$ cat src/rtl/axi_line_writer_if.sv
// axi_line_writer_if: AXI4 write address, write data and write response channels
interface axi_line_writer_if #(
    parameter int ID_WIDTH   = 13,
    parameter int ADDR_WIDTH = 64,
    parameter int DATA_WIDTH = 64,
    parameter int STRB_WIDTH = DATA_WIDTH / 8
);
    logic [ID_WIDTH-1:0]   m_axi_awid;
    logic [ADDR_WIDTH-1:0] m_axi_awaddr;
    logic [7:0]            m_axi_awlen;
    logic [2:0]            m_axi_awsize;
    logic [1:0]            m_axi_awburst;
    logic                  m_axi_awlock;
    logic [3:0]            m_axi_awcache;
    logic [2:0]            m_axi_awprot;
    logic                  m_axi_awvalid;
    logic                  m_axi_awready;
    logic [DATA_WIDTH-1:0] m_axi_wdata;
    logic [STRB_WIDTH-1:0] m_axi_wstrb;
    logic                  m_axi_wlast;
    logic                  m_axi_wvalid;
    logic                  m_axi_wready;
    logic [ID_WIDTH-1:0]   m_axi_bid;
    logic [1:0]            m_axi_bresp;
    logic                  m_axi_bvalid;
    logic                  m_axi_bready;

    modport master (
        output m_axi_awid, m_axi_awaddr, m_axi_awlen, m_axi_awsize, m_axi_awburst,
               m_axi_awlock, m_axi_awcache, m_axi_awprot, m_axi_awvalid,
               m_axi_wdata, m_axi_wstrb, m_axi_wlast, m_axi_wvalid, m_axi_bready,
        input  m_axi_awready, m_axi_wready, m_axi_bid, m_axi_bresp, m_axi_bvalid
    );

    modport slave (
        input  m_axi_awid, m_axi_awaddr, m_axi_awlen, m_axi_awsize, m_axi_awburst,
               m_axi_awlock, m_axi_awcache, m_axi_awprot, m_axi_awvalid,
               m_axi_wdata, m_axi_wstrb, m_axi_wlast, m_axi_wvalid, m_axi_bready,
        output m_axi_awready, m_axi_wready, m_axi_bid, m_axi_bresp, m_axi_bvalid
    );
endinterface

$ cat src/rtl/axi_line_writer.sv
// axi_line_writer: writes one 64-byte line as an 8-beat AXI4 INCR burst and reports the response
module axi_line_writer #(
    parameter int                  ID_WIDTH   = 13,
    parameter int                  ADDR_WIDTH = 64,
    parameter int                  DATA_WIDTH = 64,
    parameter int                  STRB_WIDTH = DATA_WIDTH / 8,
    parameter logic [ID_WIDTH-1:0] AWID       = '0
) (
    input  logic                    clk,
    input  logic                    reset,
    input  logic                    req_valid,
    output logic                    req_ready,
    input  logic [63:0]             req_addr,
    input  logic [8*DATA_WIDTH-1:0] req_data,
    input  logic [8*STRB_WIDTH-1:0] req_strb,
    output logic                    done,
    output logic                    done_err,
    axi_line_writer_if.master       m_axi
);
    typedef enum logic [1:0] {IDLE, BURST, RESP} state_t;

    state_t                  state_q, state_d;
    logic [ADDR_WIDTH-1:0]   awaddr_q, awaddr_d;
    logic                    awvalid_q, awvalid_d, wvalid_q, wvalid_d, wlast_q, wlast_d;
    logic                    bready_q, bready_d, done_q, done_d, done_err_q, done_err_d;
    logic                    req_ready_q, req_ready_d, aw_done_q, aw_done_d, w_done_q, w_done_d;
    logic [2:0]              beat_q, beat_d, beat_nx;
    logic [DATA_WIDTH-1:0]   wdata_q, wdata_d;
    logic [STRB_WIDTH-1:0]   wstrb_q, wstrb_d;
    logic [8*DATA_WIDTH-1:0] line_q, line_d;
    logic [8*STRB_WIDTH-1:0] lstrb_q, lstrb_d;
    logic                    aw_hs, w_hs, b_hs, aw_fin, w_fin;
    logic                    unused_ok;

    assign aw_hs   = awvalid_q && m_axi.m_axi_awready;
    assign w_hs    = wvalid_q && m_axi.m_axi_wready;
    assign b_hs    = bready_q && m_axi.m_axi_bvalid;
    assign aw_fin  = aw_done_q || aw_hs;
    assign w_fin   = w_done_q || (w_hs && wlast_q);
    assign beat_nx = beat_q + 3'd1;

    assign m_axi.m_axi_awid    = AWID;
    assign m_axi.m_axi_awaddr  = awaddr_q;
    assign m_axi.m_axi_awlen   = 8'd7;
    assign m_axi.m_axi_awsize  = 3'd3;
    assign m_axi.m_axi_awburst = 2'd1;
    assign m_axi.m_axi_awlock  = 1'b0;
    assign m_axi.m_axi_awcache = 4'd0;
    assign m_axi.m_axi_awprot  = 3'h6;
    assign m_axi.m_axi_awvalid = awvalid_q;
    assign m_axi.m_axi_wdata   = wdata_q;
    assign m_axi.m_axi_wstrb   = wstrb_q;
    assign m_axi.m_axi_wlast   = wlast_q;
    assign m_axi.m_axi_wvalid  = wvalid_q;
    assign m_axi.m_axi_bready  = bready_q;
    assign req_ready           = req_ready_q;
    assign done                = done_q;
    assign done_err            = done_err_q;

    // The response ID, the low response bit and the line offset bits carry no information here
    assign unused_ok = ^{m_axi.m_axi_bid, m_axi.m_axi_bresp[0], req_addr[5:0]};

    // Next state: AW and W run independently in BURST; the response phase starts once both finish
    always_comb begin
        state_d     = state_q;
        awaddr_d    = awaddr_q;
        awvalid_d   = awvalid_q;
        wvalid_d    = wvalid_q;
        wlast_d     = wlast_q;
        bready_d    = bready_q;
        done_d      = 1'b0;
        done_err_d  = 1'b0;
        req_ready_d = req_ready_q;
        aw_done_d   = aw_done_q;
        w_done_d    = w_done_q;
        beat_d      = beat_q;
        wdata_d     = wdata_q;
        wstrb_d     = wstrb_q;
        line_d      = line_q;
        lstrb_d     = lstrb_q;
        case (state_q)
            IDLE: begin
                if (req_valid && req_ready_q) begin
                    state_d     = BURST;
                    req_ready_d = 1'b0;
                    awaddr_d    = ADDR_WIDTH'({req_addr[63:6], 6'b0});
                    line_d      = req_data;
                    lstrb_d     = req_strb;
                    wdata_d     = req_data[DATA_WIDTH-1:0];
                    wstrb_d     = req_strb[STRB_WIDTH-1:0];
                    awvalid_d   = 1'b1;
                    wvalid_d    = 1'b1;
                    wlast_d     = 1'b0;
                    beat_d      = 3'd0;
                    aw_done_d   = 1'b0;
                    w_done_d    = 1'b0;
                end
            end
            BURST: begin
                if (aw_hs) begin
                    awvalid_d = 1'b0;
                    aw_done_d = 1'b1;
                end
                if (w_hs && wlast_q) begin
                    wvalid_d = 1'b0;
                    wlast_d  = 1'b0;
                    w_done_d = 1'b1;
                end else if (w_hs) begin
                    beat_d  = beat_nx;
                    wdata_d = line_q[int'(beat_nx) * DATA_WIDTH +: DATA_WIDTH];
                    wstrb_d = lstrb_q[int'(beat_nx) * STRB_WIDTH +: STRB_WIDTH];
                    wlast_d = (beat_nx == 3'd7);
                end
                if (aw_fin && w_fin) begin
                    bready_d = 1'b1;
                    state_d  = RESP;
                end
            end
            RESP: begin
                if (b_hs) begin
                    bready_d    = 1'b0;
                    done_d      = 1'b1;
                    done_err_d  = m_axi.m_axi_bresp[1];
                    req_ready_d = 1'b1;
                    state_d     = IDLE;
                end
            end
            default: state_d = IDLE;
        endcase
    end

    // State and output registers with active-low synchronous reset
    always_ff @(posedge clk) begin
        if (!reset) begin
            state_q     <= IDLE;
            awaddr_q    <= '0;
            awvalid_q   <= 1'b0;
            wvalid_q    <= 1'b0;
            wlast_q     <= 1'b0;
            bready_q    <= 1'b0;
            done_q      <= 1'b0;
            done_err_q  <= 1'b0;
            req_ready_q <= 1'b1;
            aw_done_q   <= 1'b0;
            w_done_q    <= 1'b0;
            beat_q      <= 3'd0;
            wdata_q     <= '0;
            wstrb_q     <= '0;
            line_q      <= '0;
            lstrb_q     <= '0;
        end else begin
            state_q     <= state_d;
            awaddr_q    <= awaddr_d;
            awvalid_q   <= awvalid_d;
            wvalid_q    <= wvalid_d;
            wlast_q     <= wlast_d;
            bready_q    <= bready_d;
            done_q      <= done_d;
            done_err_q  <= done_err_d;
            req_ready_q <= req_ready_d;
            aw_done_q   <= aw_done_d;
            w_done_q    <= w_done_d;
            beat_q      <= beat_d;
            wdata_q     <= wdata_d;
            wstrb_q     <= wstrb_d;
            line_q      <= line_d;
            lstrb_q     <= lstrb_d;
        end
    end
endmodule
$ cat src/flat_wrapper.sv
// flat-port wrapper written by rule: the top's interface ports become plain ports
module axi_line_writer_flat 
#(
    parameter int                  ID_WIDTH   = 13,
    parameter int                  ADDR_WIDTH = 64,
    parameter int                  DATA_WIDTH = 64,
    parameter int                  STRB_WIDTH = DATA_WIDTH / 8,
    parameter logic [ID_WIDTH-1:0] AWID       = '0
)
  (clk, reset, req_valid, req_ready, req_addr, req_data, req_strb, done, done_err, m_axi_m_axi_awid, m_axi_m_axi_awaddr, m_axi_m_axi_awlen, m_axi_m_axi_awsize, m_axi_m_axi_awburst, m_axi_m_axi_awlock, m_axi_m_axi_awcache, m_axi_m_axi_awprot, m_axi_m_axi_awvalid, m_axi_m_axi_wdata, m_axi_m_axi_wstrb, m_axi_m_axi_wlast, m_axi_m_axi_wvalid, m_axi_m_axi_bready, m_axi_m_axi_awready, m_axi_m_axi_wready, m_axi_m_axi_bid, m_axi_m_axi_bresp, m_axi_m_axi_bvalid);
  axi_line_writer_if #(.ID_WIDTH(ID_WIDTH), .ADDR_WIDTH(ADDR_WIDTH), .DATA_WIDTH(DATA_WIDTH), .STRB_WIDTH(STRB_WIDTH)) m_axi_i ();
  input  logic clk;
  input  logic reset;
  input  logic req_valid;
  output logic req_ready;
  input  logic [63:0] req_addr;
  input  logic [8*DATA_WIDTH-1:0] req_data;
  input  logic [8*STRB_WIDTH-1:0] req_strb;
  output logic done;
  output logic done_err;
  output wire logic [$bits(m_axi_i.m_axi_awid)-1:0] m_axi_m_axi_awid;
  output wire logic [$bits(m_axi_i.m_axi_awaddr)-1:0] m_axi_m_axi_awaddr;
  output wire logic [$bits(m_axi_i.m_axi_awlen)-1:0] m_axi_m_axi_awlen;
  output wire logic [$bits(m_axi_i.m_axi_awsize)-1:0] m_axi_m_axi_awsize;
  output wire logic [$bits(m_axi_i.m_axi_awburst)-1:0] m_axi_m_axi_awburst;
  output wire logic [$bits(m_axi_i.m_axi_awlock)-1:0] m_axi_m_axi_awlock;
  output wire logic [$bits(m_axi_i.m_axi_awcache)-1:0] m_axi_m_axi_awcache;
  output wire logic [$bits(m_axi_i.m_axi_awprot)-1:0] m_axi_m_axi_awprot;
  output wire logic [$bits(m_axi_i.m_axi_awvalid)-1:0] m_axi_m_axi_awvalid;
  output wire logic [$bits(m_axi_i.m_axi_wdata)-1:0] m_axi_m_axi_wdata;
  output wire logic [$bits(m_axi_i.m_axi_wstrb)-1:0] m_axi_m_axi_wstrb;
  output wire logic [$bits(m_axi_i.m_axi_wlast)-1:0] m_axi_m_axi_wlast;
  output wire logic [$bits(m_axi_i.m_axi_wvalid)-1:0] m_axi_m_axi_wvalid;
  output wire logic [$bits(m_axi_i.m_axi_bready)-1:0] m_axi_m_axi_bready;
  input wire logic [$bits(m_axi_i.m_axi_awready)-1:0] m_axi_m_axi_awready;
  input wire logic [$bits(m_axi_i.m_axi_wready)-1:0] m_axi_m_axi_wready;
  input wire logic [$bits(m_axi_i.m_axi_bid)-1:0] m_axi_m_axi_bid;
  input wire logic [$bits(m_axi_i.m_axi_bresp)-1:0] m_axi_m_axi_bresp;
  input wire logic [$bits(m_axi_i.m_axi_bvalid)-1:0] m_axi_m_axi_bvalid;
  assign m_axi_m_axi_awid = m_axi_i.m_axi_awid;
  assign m_axi_m_axi_awaddr = m_axi_i.m_axi_awaddr;
  assign m_axi_m_axi_awlen = m_axi_i.m_axi_awlen;
  assign m_axi_m_axi_awsize = m_axi_i.m_axi_awsize;
  assign m_axi_m_axi_awburst = m_axi_i.m_axi_awburst;
  assign m_axi_m_axi_awlock = m_axi_i.m_axi_awlock;
  assign m_axi_m_axi_awcache = m_axi_i.m_axi_awcache;
  assign m_axi_m_axi_awprot = m_axi_i.m_axi_awprot;
  assign m_axi_m_axi_awvalid = m_axi_i.m_axi_awvalid;
  assign m_axi_m_axi_wdata = m_axi_i.m_axi_wdata;
  assign m_axi_m_axi_wstrb = m_axi_i.m_axi_wstrb;
  assign m_axi_m_axi_wlast = m_axi_i.m_axi_wlast;
  assign m_axi_m_axi_wvalid = m_axi_i.m_axi_wvalid;
  assign m_axi_m_axi_bready = m_axi_i.m_axi_bready;
  assign m_axi_i.m_axi_awready = m_axi_m_axi_awready;
  assign m_axi_i.m_axi_wready = m_axi_m_axi_wready;
  assign m_axi_i.m_axi_bid = m_axi_m_axi_bid;
  assign m_axi_i.m_axi_bresp = m_axi_m_axi_bresp;
  assign m_axi_i.m_axi_bvalid = m_axi_m_axi_bvalid;
  axi_line_writer #(.ID_WIDTH(ID_WIDTH), .ADDR_WIDTH(ADDR_WIDTH), .DATA_WIDTH(DATA_WIDTH), .STRB_WIDTH(STRB_WIDTH), .AWID(AWID)) u_core (.clk(clk), .reset(reset), .req_valid(req_valid), .req_ready(req_ready), .req_addr(req_addr), .req_data(req_data), .req_strb(req_strb), .done(done), .done_err(done_err), .m_axi(m_axi_i));
endmodule
$ cat config.mk
export PLATFORM = sky130hd
export DESIGN_NAME = axi_line_writer_flat
export DESIGN_NICKNAME = d
export VERILOG_FILES = /design/src/rtl/axi_line_writer_if.sv /design/src/rtl/axi_line_writer.sv /design/src/flat_wrapper.sv
export SDC_FILE = /design/constraint.sdc
export NUM_CORES = 2
export LEC_CHECK = 0
export CAP_MARGIN = 10
export CORE_AREA = 2 2 329 331
export DETAILED_ROUTE_END_ITERATION = 12
export DIE_AREA = 0 0 331 333
export MAX_ROUTING_LAYER = met4
export PLACE_DENSITY = 0.54
export SLEW_MARGIN = 30
export SYNTH_ARGS = -nofsm -noshare
export SYNTH_HDL_FRONTEND = slang
export SYNTH_SLANG_ARGS = --single-unit
$ cat constraint.sdc
create_clock -name clk -period 4.35 [get_ports clk]
set_clock_uncertainty 0.15 [all_clocks]
set_input_delay 0.87 -clock clk [delete_from_list [all_inputs] [get_ports clk]]
set_output_delay 0.87 -clock clk [all_outputs]
set_load 0.01 [all_outputs]
Yosys cells after proc, flatten, opt, wreduce, memory -nomap -nowiden
Cells that the tools add are included.
Widths: inputs -> output; s select.

operators by class
  add/subtract/negate cells = 1
  equal/unequal tests = 11
  shift-type cells = 2
  multiplexer cells = 35
  reductions and logical operators = 22

operators by type and width
  kind                 number
  $shiftx 512x10->64   1
  $mux 64              3
  $pmux 64 s2          1
  $shiftx 64x7->8      1
  $mux 8               3
  $reduce_and 3->1     7
  $pmux 8 s2           1
  $pmux 1 s2           7
  $mux 1               12
  $ne 2x1->1 const B   6
  $mux 3               3
  $logic_and 1x1->1    6
  $mux 2               3
  $pmux 2 s3           1
  $pmux 3 s2           1
  $reduce_bool 2->1    3
  $reduce_and 2->1     2
  $reduce_and 4->1     1
  $add 3x1->3 const B  1
  $eq 3x3->1 const B   1
  $ne 3x1->1 const B   1
  $eq 2x1->1 const B   1
  $eq 2x2->1 const B   1
  $logic_not 2->1      1
  2 further kinds      3

storage, ports and cells
  register bits after elaboration = 720
  logic and storage cells = 87

Logic depth before layout (Yosys ltp)
  depth after elaboration = 6
  depth in mapped cells = 11
  depth with buffers taken out = 5

Worst setup path before layout
No wires, ideal clock.

  kind = register -> register
  from = register u_core.beat_q[0]
  to = register u_core.wdata_q[10], in the netlist u_core.m_axi.m_axi_wdata[10]
  library setup time = 0.137 ns
  arrival = 2.481 ns
  required time = 4.063 ns
  slack = 1.582 ns
  stages on the path, launching flop included = 12
  period minus slack after synthesis = 2.768 ns
  path through = dfxtp_1 buf_2 buf_4 buf_4 inv_1 ha_1 buf_4 buf_4 buf_2 mux4_2 a22oi_1 a31oi_1

on the way
  word-level cells in the longest chain between the ends = 5

ends and longest elaborated chain
  what                    line                    RTL
  start, declared         axi_line_writer.sv:27   logic [2:0] beat_q, beat_d, beat_nx;
  start signal, assigned  axi_line_writer.sv:163  beat_q <= beat_d;
  $add 3x1->3             axi_line_writer.sv:40   assign beat_nx = beat_q + 3'd1;
  $shiftx 512x10->64      axi_line_writer.sv:110  wdata_d = line_q[int'(beat_nx) * DATA_WIDTH +: DATA_WIDTH];
  $mux 64                 axi_line_writer.sv:108  end else if (w_hs) begin
  $mux 64                 axi_line_writer.sv:104  if (w_hs && wlast_q) begin
  $pmux 64 s2             axi_line_writer.sv:81   case (state_q)
  end signal, assigned    axi_line_writer.sv:164  wdata_q <= wdata_d;
  end, declared           axi_line_writer.sv:28   logic [DATA_WIDTH-1:0] wdata_q, wdata_d;

No other way between the ends. The select of a mux whose other input is x is not followed.
A chain may end at the register's enable or synchronous reset.

Worst setup path in the final report
  from = register u_core.req_ready_q, in the netlist u_core.req_ready
  to = output req_ready

RTL lines
  what                    line                    RTL
  start, declared         axi_line_writer.sv:26   logic req_ready_q, req_ready_d, aw_done_q, aw_done_d, w_done_q, w_done_d;
  start signal, assigned  axi_line_writer.sv:160  req_ready_q <= req_ready_d;
  end, declared           flat_wrapper.sv:15      output logic req_ready;

No word-level cell between the ends.

==> results.py <==
metrics = {
    "floorplan": {
        "die-area_um2": 110200,
        "die_width_um": 331,
        "ios": 838,
        "coreArea_um2": 106600,
        "die_h_um": 333,
        "rows": 120,
        "initial_core_util_pct": 29.08,
    },
    "sta": {
        "tightest_slew_ps": 925.4,
        "max_freq_mhz": 361.5,
        "period_needed_ps": 2766,
        "slew_headroom_pct": 38.31,
        "setup_viol": 0,
        "rsz0062_at_grt": "false",
        "maxSlewViolCount": 0,
        "fin_hold_ws_ps": 295.7,
        "finalHoldViolations": 0,
        "finalCritPeriodShare_pct": 63.60,
        "fin_setup_tns_ps": 0,
    },
    "worst_setup_path": {
        "crit_type": "reg -> out",
        "r2r-start": "u_core.beat_q[0]",
        "crit_chain": "clkdlybuf4s50_1",
        "reg2reg_slack_ps": 1590,
        "cp.arrival_ps": 1750,
        "worstPathRequired_ps": 3330,
        "critPathBufInv": 1,
        "cp_top_family": "buffers and inverters",
        "cp_slowest_cell": "clkdlybuf4s50_1",
        "cpPeakStageDelay_ps": 660,
        "critical_path.endpoint_type": "output port",
        "r2r_cells": 6,
        "crit_fanout": 3,
        "r2r-end": "u_core.m_axi.m_axi_wdata[30]",
        "startpoint_type": "register",
    },
    "synth": {
        "synthCells": 3451,
        "async_flop_share_pct": 0,
        "synth_edf_count": 0,
        "yosysSeqAreaShare_pct": 46.49,
        "ys.flop_type": "dfxtp_1",
        "ys_ff_latch": 720,
        "avgSynthCellArea_um2": 8.984,
        "synth_top_area_cell": "dfxtp_1",
        "synth_cell_type_count": 34,
        "synth.cell_area_um2": 31000,
        "yosysMostFrequentCell": "nand2_1",
        "synth_top_area_share_pct": 46.49,
        "synth_area_leaders": "dfxtp_1, a21boi_1, nand2_1, mux4_2, buf_4",
        "netlist_top_cells_count": "nand2_1, dfxtp_1, a21boi_1",
        "yosysWarnings": 0,
    },
    "detailed_routing": {
        "vias_per_cell": 4.791,
        "drtIter0Drc": 1827,
        "drc": 0,
        "via_count": 26640,
        "finalWirelength_um": 113900,
        "firstDrtPassIters": 5,
        "detail-route-antenna-nets": 0,
        "detail_route.wl_per_cell_um": 20.48,
    },
    "cts": {
        "htree_levels": 3,
        "hold_buffers": 0,
        "postCtsSetupBuffers": 0,
        "cts_resized": 0,
        "cts_sinks": 720,
        "cts-buffers-inserted": 86,
        "cts_buffer_depth": 3,
        "cts_root_buf": "clkbuf_16",
        "clkLatencyLatePin_ps": 650,
        "cts_tree": "done",
        "cts.clk_slew.worst_paths_ps": 50,
    },
    "place": {
        "dp.cells": 5380,
        "routabilityCongestion": 0.8173,
        "portBuffers": 777,
        "dp_hpwl_um": 77670,
    },
    "grt": {
        "grtUsageMet2_pct": 32.66,
        "overflow": 0,
        "antenna_found_initial": 34,
        "use_met3_pct": 4.980,
        "grt_usage_pct": 20.49,
        "grt_pass1_wl_um": 166100,
        "use_met1_pct": 25.37,
        "grt_max_degree": 168,
        "first_global_vias": 25883,
        "busiest_layer": "met2",
    },
    "flow_run": {
        "cap_violations": 0,
    },
    "power_and_ir_drop": {
        "p_sw_uw": 4614,
        "pwr-share-comb_pct": 16.3,
        "leakage_uw": 0.01538,
        "p_int_uw": 12860,
        "p_per_area_nw_per_um2": 410.4,
        "p_seq_share_pct": 42.2,
        "p_sw_share_pct": 26.40,
        "power.share.clock_pct": 41.6,
        "peakVddDrop_uv": 299.8,
    },
    "worst_hold_path": {
        "hold_depth": 2,
        "min_to": "u_core.line_q[57]",
        "hold_class": "reg -> reg",
        "worstHoldStart": "u_core.line_q[57]",
    },
    "finish": {
        "fin_nets": 4728,
        "syn_to_final_growth_pct": 37.35,
        "drive_above_1_share_pct": 8.030,
        "instances_no_fill": 5560,
    },
    "outcome": {
        "status": "complete, no violations",
    },
}
## metal layers
layer | wire length, µm | up-vias
li1 | - | 12937
met1 | 49070 | 12837
met2 | 54960 | 734
met3 | 7389 | 132
met4 | 2462 | 0
met5 | 0 | -
## cell usage in the layout (no fill, tap or decap), types with 40 or more instances in the layout
master           netlist  layout
nand2_1             1271    1271
clkdlybuf4s50_1        0     776
dfxtp_1              720     719
a21boi_1             636     636
mux4_2               144     144
clkbuf_16              0      88
nand3_1               75      75
a22oi_1               72      72
a31oi_1               72      72
o21ai_1               60      60
conb_1                 2      40
## cell type report
class                   count  area, µm²
fillers                 10840      64020
clock inverters            19      310.3
flip-flops and latches    720      14420
clock buffers             126       2505
well taps                1403       1755
inverters                   2      7.507
diodes                     35      87.58
repair buffers            830       8468
multi-input cells        2425      15030
## worst min-delay path, delay by kind of cell (launching register included)
kind            cells  cell delay, ps
flops               1             300
simple gates        1              50
compound gates      1              50
## sequential cells by signal, indices dropped and copies added (netlist names), 2 cells and up
name	flops
u_core.state_q	2
u_core.m_axi.m_axi_wstrb	8
u_core.beat_q	3
u_core.m_axi.m_axi_awaddr	58
u_core.m_axi.m_axi_wdata	64
u_core.lstrb_q	64
u_core.line_q	512
## metrics by stage
step                      worst slack [ps]  area, µm²  total power (µW)  util (%)
final                                 1584      42580             17480     39.94
after global routing                  1389      42570             18250     39.94
after CTS                             1425      42490             17720     39.86
after detailed placement              1128      39680             10380     37.22
after global placement                1162      39680             10360     37.22
after floorplan                       1582      31140              8986         -
## cells by family after synthesis
| logic type | count (synthesis) | synth area share, % |
|---|---|---|
| and+or+nand+nor | 1371 | 17.15 |
| AOI/OAI and AO/OA | 864 | 20.00 |
| DFF | 720 | 46.49 |
| buffers and inverters | 344 | 5.666 |
| muxes | 147 | 10.56 |
| adders and majority gates | 2 | 0.08070 |
| other | 2 | 0.02422 |
| xor gates and xnor gates | 1 | 0.02826 |
## power groups by stage
| stage | combinational, µW | sequential, µW | clock (µW) |
|---|---|---|---|
| 2_1_floorplan | 1520 | 7470 | 0 |
| 3_3_place_gp | 2860 | 7490 | 0 |
| 3_5_place_dp | 2880 | 7500 | 0 |
| 4_1_cts | 2890 | 7370 | 7460 |
| 5_1_grt | 3110 | 7420 | 7730 |
| 6_report | 2850 | 7370 | 7260 |
## worst max-delay path by stage
stage | start | to | slack, ps | depth (start not counted)
2_1_floorplan | u_core.beat_q[0] | u_core.m_axi.m_axi_wdata[10] | 1580 | 11
3_3_place_gp | m_axi_m_axi_wready | u_core.m_axi.m_axi_wdata[9] | 1160 | 7
3_5_place_dp | m_axi_m_axi_wready | u_core.m_axi.m_axi_wdata[9] | 1130 | 7
4_1_cts | u_core.beat_q[0] | u_core.m_axi.m_axi_wdata[12] | 1420 | 5
5_1_grt | u_core.beat_q[0] | u_core.m_axi.m_axi_wdata[14] | 1390 | 5
6_report | u_core.req_ready | req_ready | 1580 | 1
(Power assumes the default switching activity.)
